$ cat config.mk
export PLATFORM = sky130hd
export DESIGN_NAME = mau_operand_feeder
export DESIGN_NICKNAME = d
export VERILOG_FILES = /design/src/rtl/mau_operand_feeder.sv
export SDC_FILE = /design/constraint.sdc
export NUM_CORES = 1
export LEC_CHECK = 0
export ABC_AREA = 1
export CELL_PAD_IN_SITES_DETAIL_PLACEMENT = 1
export CELL_PAD_IN_SITES_GLOBAL_PLACEMENT = 1
export CORE_MARGIN = 8
export CORE_UTILIZATION = 51
export DETAILED_ROUTE_END_ITERATION = 7
export PLACE_DENSITY_LB_ADDON = 0.3
export SETUP_SLACK_MARGIN = 0.4
export SLEW_MARGIN = 25
export SYNTH_ARGS = -nofsm -noshare
export SYNTH_HDL_FRONTEND = slang
export SYNTH_SLANG_ARGS = --single-unit
$ cat constraint.sdc
create_clock -name clk -period 7.3 [get_ports clk]
set_input_delay 0.73 -clock clk [delete_from_list [all_inputs] [get_ports clk]]
set_output_delay 0.73 -clock clk [all_outputs]
set_load 0.01 [all_outputs]
$ cat src/rtl/mau_operand_feeder.sv
// Operand replay stage for the MAU: buffers (a,b) pairs from the host and replays them
// with a scope trigger, a pre-roll gap and an enable-high drain tail on every start.
module mau_operand_feeder #(
    parameter int DATA_W      = 24,
    parameter int DEPTH       = 8,
    parameter int PRE_CYCLES  = 2,
    parameter int POST_CYCLES = 5
) (
    input  logic                       clk,
    input  logic                       rst,
    input  logic                       wr_en,
    input  logic [DATA_W-1:0]          wr_a,
    input  logic [DATA_W-1:0]          wr_b,
    input  logic                       clr,
    input  logic                       start,
    output logic [DATA_W-1:0]          a,
    output logic [DATA_W-1:0]          b,
    output logic                       enable,
    output logic                       trig,
    output logic                       busy,
    output logic                       done,
    output logic [$clog2(DEPTH+1)-1:0] count,
    output logic                       err
);
    localparam int CNT_W  = $clog2(DEPTH + 1);
    localparam int IDX_W  = (DEPTH > 1) ? $clog2(DEPTH) : 1;
    localparam int PH_MAX = (PRE_CYCLES > POST_CYCLES) ? PRE_CYCLES : POST_CYCLES;
    localparam int PH_W   = (PH_MAX > 1) ? $clog2(PH_MAX) : 1;

    typedef enum logic [1:0] {IDLE, PRE, RUN, POST} state_t;

    state_t             state_reg, state_next;
    logic [PH_W-1:0]    phase_reg, phase_next;
    logic [IDX_W-1:0]   idx_reg, idx_next;
    logic               trig_reg, trig_next;
    logic               done_reg, done_next;
    logic               enable_reg, enable_next;
    logic [CNT_W-1:0]   count_reg;
    logic               err_reg;
    logic [DATA_W-1:0]  a_reg, b_reg;

    logic [DATA_W-1:0]  mem_a [DEPTH];
    logic [DATA_W-1:0]  mem_b [DEPTH];

    logic idle, go, wr_ok, clr_ok, err_set, last_pair;

    // Command arbitration: clr beats start, start beats wr_en; only IDLE accepts commands.
    assign idle    = (state_reg == IDLE);
    assign clr_ok  = idle && clr;
    assign go      = idle && !clr && start && (count_reg != '0);
    assign wr_ok   = idle && !clr && !start && wr_en && (count_reg < CNT_W'(DEPTH));
    assign err_set = (!idle && (wr_en || clr))
                   || (idle && !clr && ((start && count_reg == '0)
                                        || (wr_en && (start || count_reg == CNT_W'(DEPTH)))));
    assign last_pair = ((CNT_W'(idx_reg) + CNT_W'(1)) == count_reg);

    always_comb begin
        state_next = state_reg;
        phase_next = phase_reg;
        idx_next   = idx_reg;
        trig_next  = 1'b0;
        done_next  = 1'b0;
        case (state_reg)
            IDLE: begin
                if (go) begin
                    state_next = PRE;
                    phase_next = PH_W'(PRE_CYCLES - 1);
                    trig_next  = 1'b1;
                end
            end
            PRE: begin
                if (phase_reg == '0) begin
                    state_next = RUN;
                    idx_next   = '0;
                end else begin
                    phase_next = phase_reg - PH_W'(1);
                end
            end
            RUN: begin
                if (last_pair) begin
                    if (POST_CYCLES > 0) begin
                        state_next = POST;
                        phase_next = PH_W'(POST_CYCLES - 1);
                    end else begin
                        state_next = IDLE;
                        done_next  = 1'b1;
                    end
                end else begin
                    idx_next = idx_reg + IDX_W'(1);
                end
            end
            POST: begin
                if (phase_reg == '0) begin
                    state_next = IDLE;
                    done_next  = 1'b1;
                end else begin
                    phase_next = phase_reg - PH_W'(1);
                end
            end
            default: state_next = IDLE;
        endcase
        enable_next = (state_next == RUN) || (state_next == POST);
    end

    always_ff @(posedge clk) begin
        if (rst) begin
            state_reg  <= IDLE;
            phase_reg  <= '0;
            idx_reg    <= '0;
            trig_reg   <= 1'b0;
            done_reg   <= 1'b0;
            enable_reg <= 1'b0;
            count_reg  <= '0;
            err_reg    <= 1'b0;
        end else begin
            state_reg  <= state_next;
            phase_reg  <= phase_next;
            idx_reg    <= idx_next;
            trig_reg   <= trig_next;
            done_reg   <= done_next;
            enable_reg <= enable_next;
            if (clr_ok)
                count_reg <= '0;
            else if (wr_ok)
                count_reg <= count_reg + CNT_W'(1);
            if (clr_ok)
                err_reg <= 1'b0;
            else if (err_set)
                err_reg <= 1'b1;
        end
    end

    // Buffer storage; the read port is registered and forced to zero outside RUN.
    always_ff @(posedge clk) begin
        if (wr_ok) begin
            mem_a[IDX_W'(count_reg)] <= wr_a;
            mem_b[IDX_W'(count_reg)] <= wr_b;
        end
    end

    always_ff @(posedge clk) begin
        if (rst) begin
            a_reg <= '0;
            b_reg <= '0;
        end else if (state_next == RUN) begin
            a_reg <= mem_a[idx_next];
            b_reg <= mem_b[idx_next];
        end else begin
            a_reg <= '0;
            b_reg <= '0;
        end
    end

    assign a      = a_reg;
    assign b      = b_reg;
    assign enable = enable_reg;
    assign trig   = trig_reg;
    assign busy   = (state_reg != IDLE);
    assign done   = done_reg;
    assign count  = count_reg;
    assign err    = err_reg;
endmodule
==> results of run 1 <==
[cell families (layout without fill, tap and decap cells)]
kind of cell	count (synthesis)	in the layout	share of synthesized area
and+or+nand+nor	851	851	0.2025
DFF	448	448	0.6844
buffers and inverters	360	484	0.08642
AOI/OAI and AO/OA	69	69	0.01999
adders and majority gates	10	10	0.006684
other	0	4	0
[where the power goes]
group | switching [uW] | total [uW] | internal (uW)
Clock | 977 | 2370 | 1390
Combinational | 721 | 1090 | 365
Sequential | 53.4 | 2950 | 2890
[cells in the final DEF (no fill, tap or decap), types with 3 or more instances in the layout]
cell type	n
sky130_fd_sc_hd__o21ai_0	28
sky130_fd_sc_hd__inv_2	7
sky130_fd_sc_hd__nand2_1	319
sky130_fd_sc_hd__dfxtp_1	64
sky130_fd_sc_hd__clkinv_1	9
sky130_fd_sc_hd__a21oi_1	7
sky130_fd_sc_hd__ha_1	10
sky130_fd_sc_hd__nand4_1	4
sky130_fd_sc_hd__inv_1	265
sky130_fd_sc_hd__nand2_2	4
sky130_fd_sc_hd__clkinv_2	4
sky130_fd_sc_hd__nor2_4	7
sky130_fd_sc_hd__clkbuf_16	49
sky130_fd_sc_hd__nand2_4	3
sky130_fd_sc_hd__nand3b_1	49
sky130_fd_sc_hd__clkbuf_8	6
sky130_fd_sc_hd__nor2_1	210
sky130_fd_sc_hd__clkbuf_1	14
sky130_fd_sc_hd__buf_4	15
sky130_fd_sc_hd__diode_2	4
sky130_fd_sc_hd__nand3_1	245
sky130_fd_sc_hd__o21ai_1	28
sky130_fd_sc_hd__edfxtp_1	384
sky130_fd_sc_hd__bufinv_16	3
sky130_fd_sc_hd__clkdlybuf4s50_1	109
[synthesized netlist by cell type]
cell type / n
sky130_fd_sc_hd__clkbuf_1: 18
sky130_fd_sc_hd__nand3_2: 1
sky130_fd_sc_hd__nand3b_1: 49
sky130_fd_sc_hd__o21a_1: 1
sky130_fd_sc_hd__buf_1: 4
sky130_fd_sc_hd__a211oi_1: 1
sky130_fd_sc_hd__nand3_4: 2
sky130_fd_sc_hd__a22oi_4: 1
sky130_fd_sc_hd__o21ai_1: 28
sky130_fd_sc_hd__ha_1: 10
sky130_fd_sc_hd__dfxtp_1: 64
sky130_fd_sc_hd__o211ai_1: 1
sky130_fd_sc_hd__nor2_4: 1
sky130_fd_sc_hd__nand4_1: 4
sky130_fd_sc_hd__a31oi_1: 1
sky130_fd_sc_hd__o221ai_1: 1
sky130_fd_sc_hd__nor2_1: 216
sky130_fd_sc_hd__nor3_2: 1
sky130_fd_sc_hd__nor3_1: 4
sky130_fd_sc_hd__nand2_1: 319
sky130_fd_sc_hd__nand2_2: 7
sky130_fd_sc_hd__o21ai_0: 28
sky130_fd_sc_hd__a21oi_1: 7
sky130_fd_sc_hd__inv_2: 8
sky130_fd_sc_hd__nand3_1: 245
sky130_fd_sc_hd__buf_2: 30
sky130_fd_sc_hd__nand2_4: 1
sky130_fd_sc_hd__edfxtp_1: 384
sky130_fd_sc_hd__buf_4: 9
sky130_fd_sc_hd__buf_6: 26
sky130_fd_sc_hd__inv_1: 265
sky130_fd_sc_hd__nand4_4: 1
[worst reg2reg max path: cells and delay by family (launching register included)]
kind	cells	cell delay, ns
simple gates	11	1.48
fa+ha+maj	1	0.36
flops	1	0.38
buf+inv	3	1.59
[area by class of cell]
cell class	count	area [um2]	area share
well taps	468	585.6	0.02718
repair buffers	126	1226	0.05692
diodes	4	10.01	0.0004647
inverters	273	1026	0.04763
multi-input cells	930	4374	0.2031
clock inverters	16	146.4	0.006796
flip-flops and latches	448	12810	0.5948
clock buffers	69	1361	0.06319
[metal layers]
metal | share of wire | wire length [um] | global-route usage
met1 | 0.40 | 20040 | 0.2704
met2 | 0.52 | 26200 | 0.4169
met3 | 0.052 | 2614 | 0.04363
met4 | 0.031 | 1543 | 0.09761
met5 | 0.00050 | 25 | 0
[worst min path at each step]
stage / endpoint / slack (ns) / cells past startpoint
2_1_floorplan: phase_reg[1] / 0.43 / 2
3_3_place_gp: phase_reg[1] / 0.45 / 2
3_5_place_dp: phase_reg[1] / 0.46 / 2
4_1_cts: phase_reg[1] / 0.47 / 2
5_1_grt: phase_reg[1] / 0.49 / 2
6_report: phase_reg[1] / 0.47 / 2
[per-stage QoR]
step	util	cells	hold WS (ns)	setup WS, ns
3_3_place_gp	0.5507	2245	0.4454	3.559
3_5_place_dp	0.5509	2245	0.4622	3.442
5_1_grt	0.5927	2334	0.4934	3.132
6_report	0.5927	2334	0.4673	3.394
2_1_floorplan	-	1738	0.4327	2.232
4_1_cts	0.5924	2330	0.4701	3.367
==> results.cfg, run 1 <==
[placed_design]
port-buffer-count = 109
globalplace.congestion = 0.7789
hpwl_detailed_mm = 26.08
placed_area_um2 = 20020

[clock_tree]
clk_path_buf_depth = 3
cts_tree = built
post_cts.repair.setup_buffers = 0
clk-insertion-delay-late_ns = 0.58
clock_tree.htree_level_count = 2
cts.reportedPaths.clkPinSlew_ns = 0.06
cts_root_buffer = sky130_fd_sc_hd__clkbuf_16
cts_num_sinks = 448
cts_hold_buf = 0
cts_buffers = 47
postCtsResizedCells = 0

[setup_path]
timing.critical_path.to = b[12]
r2r_cells = 15
critical_path_required_ns = 7.76
timing.critical_path.from = idx_reg[0]
timing.rr.start = idx_reg[0]
ff2ff_setup_slack_ns = 3.39
critical-path-slowest-cell = sky130_fd_sc_hd__clkinv_2
worst_setup_path_end_kind = flip-flop
biggest_fanout_along_the_worst_timing_path = 53
cp_num_cells = 15
most_frequent_cell_on_the_critical_path = sky130_fd_sc_hd__nand2_2
path_cells = ha_1 > inv_1 > nand2_1 > nand2_2 > nor2_4 > nand4_4 > nand2_2 > nand2_2 > nand2_4 > clkinv_2 > buf_4 > nand3_1 > nand3_1 > nand2_1 > nor2_1
critical_path.top_delay_family = buffers and inverters
setup_crit_start_kind = flip-flop
critical_path.n_buffers_inverters = 3
critical_path_arrival_ns = 4.37
worst_r2r_endpoint = b[12]
timing.setup.critical_path_class = reg -> reg
slowest_delay_ns = 0.85

[yosys]
syn_area_per_cell_um2 = 10.77
mappedNetlistNets = 1801
yosys-top-cells-area = sky130_fd_sc_hd__edfxtp_1 (62%), sky130_fd_sc_hd__dfxtp_1 (6.8%), sky130_fd_sc_hd__nand3_1 (6.6%), sky130_fd_sc_hd__nand2_1 (6.4%), sky130_fd_sc_hd__inv_1 (5.3%)
synth_top_area_cell = sky130_fd_sc_hd__edfxtp_1
synth_cell_types = 32
post_synth_instance_area_um2 = 18720
postSynthRegisterBits = 448
netlist.area_leader.share = 0.6160
synth.yosys.warnings = 0
share_of_the_yosys_chip_area_belonging_to_registers = 0.6844
post_synthesis_cells = 1738

[final_layout]
drive_above_1_share = 0.05908
areaGrowthSynthToFinish_pct = 15.08
num-nets-final = 1889
layout.filler_cells = 3819
post_route_cell_area_um2 = 21540
largest_registers = mem_a: 192 flops, mem_b: 192 flops

[routing]
detail_route.first_pass.iterations = 7
antenna_violating_nets_remaining = 0
drcViolationCount = 0
via_count_normalized_by_instance_count = 5.496
routed_wire_length_per_instance_um = 21.60
drt-initial-drc-count = 888
detail_route.wirelength_mm = 50.42
num_vias = 12827

[floorplanning]
floorplan.initialDensity = 0.5150
die_height_um = 207.6
core_region_area_um2 = 36350
io_pins = 110
dieArea_um2 = 43090
die-width_um = 207.6
rows = 70

[global_route]
grt_start_max_net_pins = 142
grt_first_pass_wirelength_mm = 78.59
initial_antenna_violation_count = 6
grt-ovfl-total = 0
track_usage = 0.2325
first_global_vias = 13941

[pwr]
worst_ir_drop_vdd_mv = 0.2381
p_leak_uw = 0.008751
cellPowerDensity_nw_per_um2 = 297.1
design_power_total_uw = 6399

[sta]
worst_pin_slew_ns = 0.9769
final.period_utilization = 0.5351
final_max_slew_viol_count = 0
finalHoldViolCount = 0
rsz0062_at_grt = false
fmax_mhz = 256.0
tns_ns = 0
period_minus_slack_ns = 3.906
worst_clock_skew_ns = 0.01364
setup_viol = 0
slew_headroom = 0.3487

[min_path]
worst_hold_path_type = reg -> reg
startpoint_of_the_worst_hold_path = phase_reg[1]

[flow_run]
maxCapViolations = 0

[run_status]
status = finished clean
Note: power is estimated with default switching activity, not from simulation.
==> inputs of run 2 (changes only) <==
Settings changed: CORE_UTILIZATION 51 to 48.
Clock period 7.3 ns to 3.9 ns, I/O delays scaled along.
==> results.cfg, run 2 (same netlist as run 1, synthesis figures left out) <==
[run_status]
status = finished clean

[final_layout]
antenna-diode-count = 0
largest_registers = mem_a: 192 flops, mem_b: 192 flops
drive_above_1_share = 0.07044
final_common_cell = sky130_fd_sc_hd__edfxtp_1
final_cell_mix = sky130_fd_sc_hd__edfxtp_1 (384), sky130_fd_sc_hd__nand2_1 (319), sky130_fd_sc_hd__inv_1 (265)
num-nets-final = 1898
areaGrowthSynthToFinish_pct = 16.96
layout.core_utilization = 0.5679

[floorplanning]
die-width_um = 213.5
core_region_area_um2 = 38560
io_pins = 110
dieArea_um2 = 45570
floorplan.initialDensity = 0.4855
die_height_um = 213.5
rows = 72

[sta]
final_max_slew_viol_count = 0
worst_pin_slew_ns = 0.8005
final.period_utilization = 0.8178
period_minus_slack_ns = 3.189
finalHoldViolCount = 0
fmax_mhz = 313.5
slew_headroom = 0.4663
tns_ns = 0
worst_clock_skew_ns = 0.01555
rsz0062_at_grt = false
setup_viol = 0

[setup_path]
critical_path_arrival_ns = 3.66
timing.setup.critical_path_class = reg -> reg
critical_path_required_ns = 4.37
setup_crit_start_kind = flip-flop
biggest_fanout_along_the_worst_timing_path = 56
worst_setup_path_end_kind = flip-flop

[routing]
detail_route.wirelength_mm = 52.30
drt-initial-drc-count = 813
detail_route.first_pass.iterations = 5
routed_wire_length_per_instance_um = 21.86
via_count_normalized_by_instance_count = 5.385
num_vias = 12882
antenna_violating_nets_remaining = 0
drcViolationCount = 0

[global_route]
initial_antenna_violation_count = 0
first_global_vias = 14442
grt_first_pass_wirelength_mm = 81.14
grt-ovfl-total = 0
track_usage = 0.2321
grt_start_max_net_pins = 98

[placed_design]
port-buffer-count = 109
hpwl_detailed_mm = 29.52
globalplace.congestion = 0.8566

[min_path]
worst_hold_path_type = reg -> reg

[clock_tree]
cts_num_sinks = 448
cts_tree = built
clock_tree.htree_level_count = 2
clk-insertion-delay-late_ns = 0.58
postCtsResizedCells = 0
cts.reportedPaths.clkPinSlew_ns = 0.06
cts_root_buffer = sky130_fd_sc_hd__clkbuf_16
clk_path_buf_depth = 3
cts_buffers = 47
cts_hold_buf = 0
post_cts.repair.setup_buffers = 0

[pwr]
worst_ir_drop_vdd_mv = 0.4171
p_leak_uw = 0.008877
cellPowerDensity_nw_per_um2 = 557.3

[flow_run]
maxCapViolations = 0
==> run 2: cell types whose count changed in the layout (fill, tap and decap cells not counted), moves of 2 or more <==
cell	delta
sky130_fd_sc_hd__bufinv_16	+2
sky130_fd_sc_hd__nor3_2	-2
sky130_fd_sc_hd__buf_6	-2
sky130_fd_sc_hd__diode_2	-4
sky130_fd_sc_hd__buf_12	+11
sky130_fd_sc_hd__nor3_4	+2
sky130_fd_sc_hd__clkinv_1	-8
sky130_fd_sc_hd__clkinv_2	+6
sky130_fd_sc_hd__clkbuf_1	-2
sky130_fd_sc_hd__clkinvlp_4	+2
==> run 2: routing by layer <==
layer | vias to the layer above | part of all wire | wire, um | track usage
li1 | 5895 | - | - | -
met4 | 0 | 0.024 | 1241 | 0.07800
met5 | - | 0 | 0 | 0
met1 | 6525 | 0.40 | 20970 | 0.2762
met2 | 375 | 0.52 | 27260 | 0.4260
met3 | 87 | 0.054 | 2827 | 0.03435
==> run 2: area by class of cell <==
type,instances,area [um2]
clock inverters,21,255.2
repair buffers,135,1424
inverters,273,1026
flip-flops and latches,448,12810
clock buffers,67,1343
well taps,518,648.1
multi-input cells,930,4387
fillers,4139,16660
==> run 2: worst max-delay path: stages (launching register included) <==
cell                       delay [ns]
sky130_fd_sc_hd__dfxtp_1         0.69
sky130_fd_sc_hd__inv_2           0.13
sky130_fd_sc_hd__nand2_1         0.12
sky130_fd_sc_hd__nand2_2         0.07
sky130_fd_sc_hd__nor2_4          0.16
sky130_fd_sc_hd__nand4_4         0.15
sky130_fd_sc_hd__nand2_2         0.15
sky130_fd_sc_hd__nand2_2         0.08
sky130_fd_sc_hd__nand2_4         0.22
sky130_fd_sc_hd__clkinv_2        0.46
sky130_fd_sc_hd__buf_12          0.38
sky130_fd_sc_hd__nand3_1         0.16
sky130_fd_sc_hd__nand3_1         0.09
sky130_fd_sc_hd__nand2_1         0.09
sky130_fd_sc_hd__nor2_1          0.05
==> run 2: power breakdown <==
group	switching, uW	internal (uW)	total (uW)
Sequential	101	5410	5510
Clock	1870	2740	4610
Combinational	1370	710	2080
Total	3340	8860	12200
==> run 2: worst paths after layout <==
kind,from,to,slack (ns),cells after the start
setup / recovery,count[1],a[0],0.71,14
hold / removal,phase_reg[2],phase_reg[2],0.49,2
setup reg to reg,count[1],a[0],0.71,14
hold reg to reg,phase_reg[2],phase_reg[2],0.49,2
==> run 2: through the flow <==
stage	hold WS [ns]	cell area [um2]	std cells	setup WS (ns)	total power [uW]
2_1_floorplan	0.4327	18740	1738	0.1425	6850
3_3_place_gp	0.4499	20300	2304	0.8552	7597
3_5_place_dp	0.4794	20300	2304	0.7424	7694
4_1_cts	0.4873	21890	2392	0.6993	12310
5_1_grt	0.5188	21890	2392	0.5125	12660
6_report	0.4858	21890	2392	0.7105	12200
==> inputs of run 3 (changes only) <==
Clock period 3.9 ns to 3.3 ns, I/O delays scaled along.
==> results.cfg, run 3 (same netlist as run 1, synthesis figures left out) <==
[run_status]
status = finished clean

[pwr]
p_leak_uw = 0.008913
p_switching_uw = 3859
seq_power_share = 0.467
netSwitchingFraction = 0.2770
worst_ir_drop_vdd_mv = 0.4175
cell_internal_pwr_uw = 10070
cellPowerDensity_nw_per_um2 = 633.1
clkPwrFrac = 0.351
design_power_total_uw = 13930
combPwrFrac = 0.182

[clock_tree]
cts.reportedPaths.clkPinSlew_ns = 0.06
clk_path_buf_depth = 3
cts_buffers = 47
cts_tree = built
clock_tree.htree_level_count = 2
cts_num_sinks = 448
clk-insertion-delay-late_ns = 0.57
cts_root_buffer = sky130_fd_sc_hd__clkbuf_16

[final_layout]
post_route_cell_area_um2 = 22010
drive_above_1_share = 0.07668
num-nets-final = 1917
stdcell_count = 2413
final_common_cell = sky130_fd_sc_hd__edfxtp_1
final_cell_mix = sky130_fd_sc_hd__edfxtp_1 (384), sky130_fd_sc_hd__nand2_1 (317), sky130_fd_sc_hd__inv_1 (265)
largest_registers = mem_a: 192 flops, mem_b: 192 flops
areaGrowthSynthToFinish_pct = 17.58

[sta]
fmax_mhz = 367.7
setup_slack_ns = 0.5806
period_minus_slack_ns = 2.719
rsz0062_at_grt = false
slew_headroom = 0.4537
worst_clock_skew_ns = 0.01757
tns_ns = 0
final_max_slew_viol_count = 0
finalHoldViolCount = 0
final.period_utilization = 0.8241
worst_pin_slew_ns = 0.8194
setup_viol = 0

[setup_path]
timing.setup.critical_path_class = reg -> reg
worst_setup_path_end_kind = flip-flop
critical_path_required_ns = 3.75
critical_path_arrival_ns = 3.16
setup_crit_start_kind = flip-flop
critical_path.top_delay_family = simple AND/OR/NAND/NOR gates
critical-path-slowest-cell = sky130_fd_sc_hd__dfxtp_2
path_cells = ha_1 > inv_1 > nand2_1 > nand2_2 > nor2_4 > nand4_4 > nand2_2 > nand2_2 > nand2_8 > buf_6 > nand2_1 > nand3_1 > nand2_1 > nor2_1 > nor2_1
biggest_fanout_along_the_worst_timing_path = 23
critical_path.n_buffers_inverters = 2
slowest_delay_ns = 0.37

[global_route]
initial_antenna_violation_count = 4
first_global_vias = 13996
grt-ovfl-total = 0
grt_first_pass_wirelength_mm = 77.35
track_usage = 0.2208
grt_start_max_net_pins = 98

[placed_design]
globalplace.congestion = 0.7895
post-place-cells = 2311
hpwl_detailed_mm = 28.42
place_worst_setup_slack_ns = 0.4090
placed_area_um2 = 20470
port-buffer-count = 109

[floorplanning]
floorplan.initialDensity = 0.4855
core_region_area_um2 = 38560
die-width_um = 213.5
dieArea_um2 = 45570
rows = 72
io_pins = 110
die_height_um = 213.5

[routing]
drcViolationCount = 0
via_count_normalized_by_instance_count = 5.364
detail_route.first_pass.iterations = 6
detail_route.wirelength_mm = 50.79
drt-initial-drc-count = 848
num_vias = 12943
routed_wire_length_per_instance_um = 21.05
antenna_violating_nets_remaining = 0

[flow_run]
maxCapViolations = 0

[min_path]
worst_hold_path_type = reg -> reg
==> run 3: metrics by stage <==
stage,hold WS (ns),util
floorplan,0.4289,-
CTS,0.4797,0.5673
global route,0.5125,0.5707
finish,0.4806,0.5708
detailed placement,0.4681,0.5309
global placement,0.4446,0.5309
==> run 3: area by class of cell <==
class	count	area, um2
clock buffer	64	1270
multi-input combinational	933	4438
fill	4148	16550
timing repair buffer	151	1668
antenna	4	10.01
tap	518	648.1
sequential	448	12810
clock inverter	22	133.9
inverter	273	1027
==> run 3: path summary, 6_finish.rpt <==
check | end | from | slack, ns | depth (start not counted)
hold reg to reg | phase_reg[2] | phase_reg[2] | 0.48 | 2
setup / recovery | a[4] | idx_reg[0] | 0.58 | 15
hold / removal | phase_reg[2] | phase_reg[2] | 0.48 | 2
setup reg to reg | a[4] | idx_reg[0] | 0.58 | 15
==> run 3: timing repair <==
action | CTS | global route
resized for setup | 0 | 7
setup endpoints to repair | 0 | 44
hold buffers | 0 | 0
setup buffers | 0 | 9
==> run 3: metal layers <==
metal	part of all wire	GRT usage	wire length (um)	vias up
met5	0.00018	0	9	-
met2	0.51	0.3992	26130	366
met4	0.028	0.08745	1437	2
li1	-	-	-	5946
met1	0.40	0.2621	20510	6534
met3	0.053	0.03332	2696	95
==> run 3: tightest hold or removal path, cell delays in order (launching register included) <==
cell and delay, ns:
sky130_fd_sc_hd__dfxtp_1 0.30, sky130_fd_sc_hd__inv_1 0.07, sky130_fd_sc_hd__a211oi_1 0.07
==> run 3: power groups by stage <==
stage                     clock [uW]  combinational (uW)  sequential [uW]
final                           4890                2540             6510
after global routing            5170                2800             6530
after CTS                       4990                2520             6510
after detailed placement           0                2490             6630
after global placement             0                2390             6620
after floorplan                    0                1430             6670
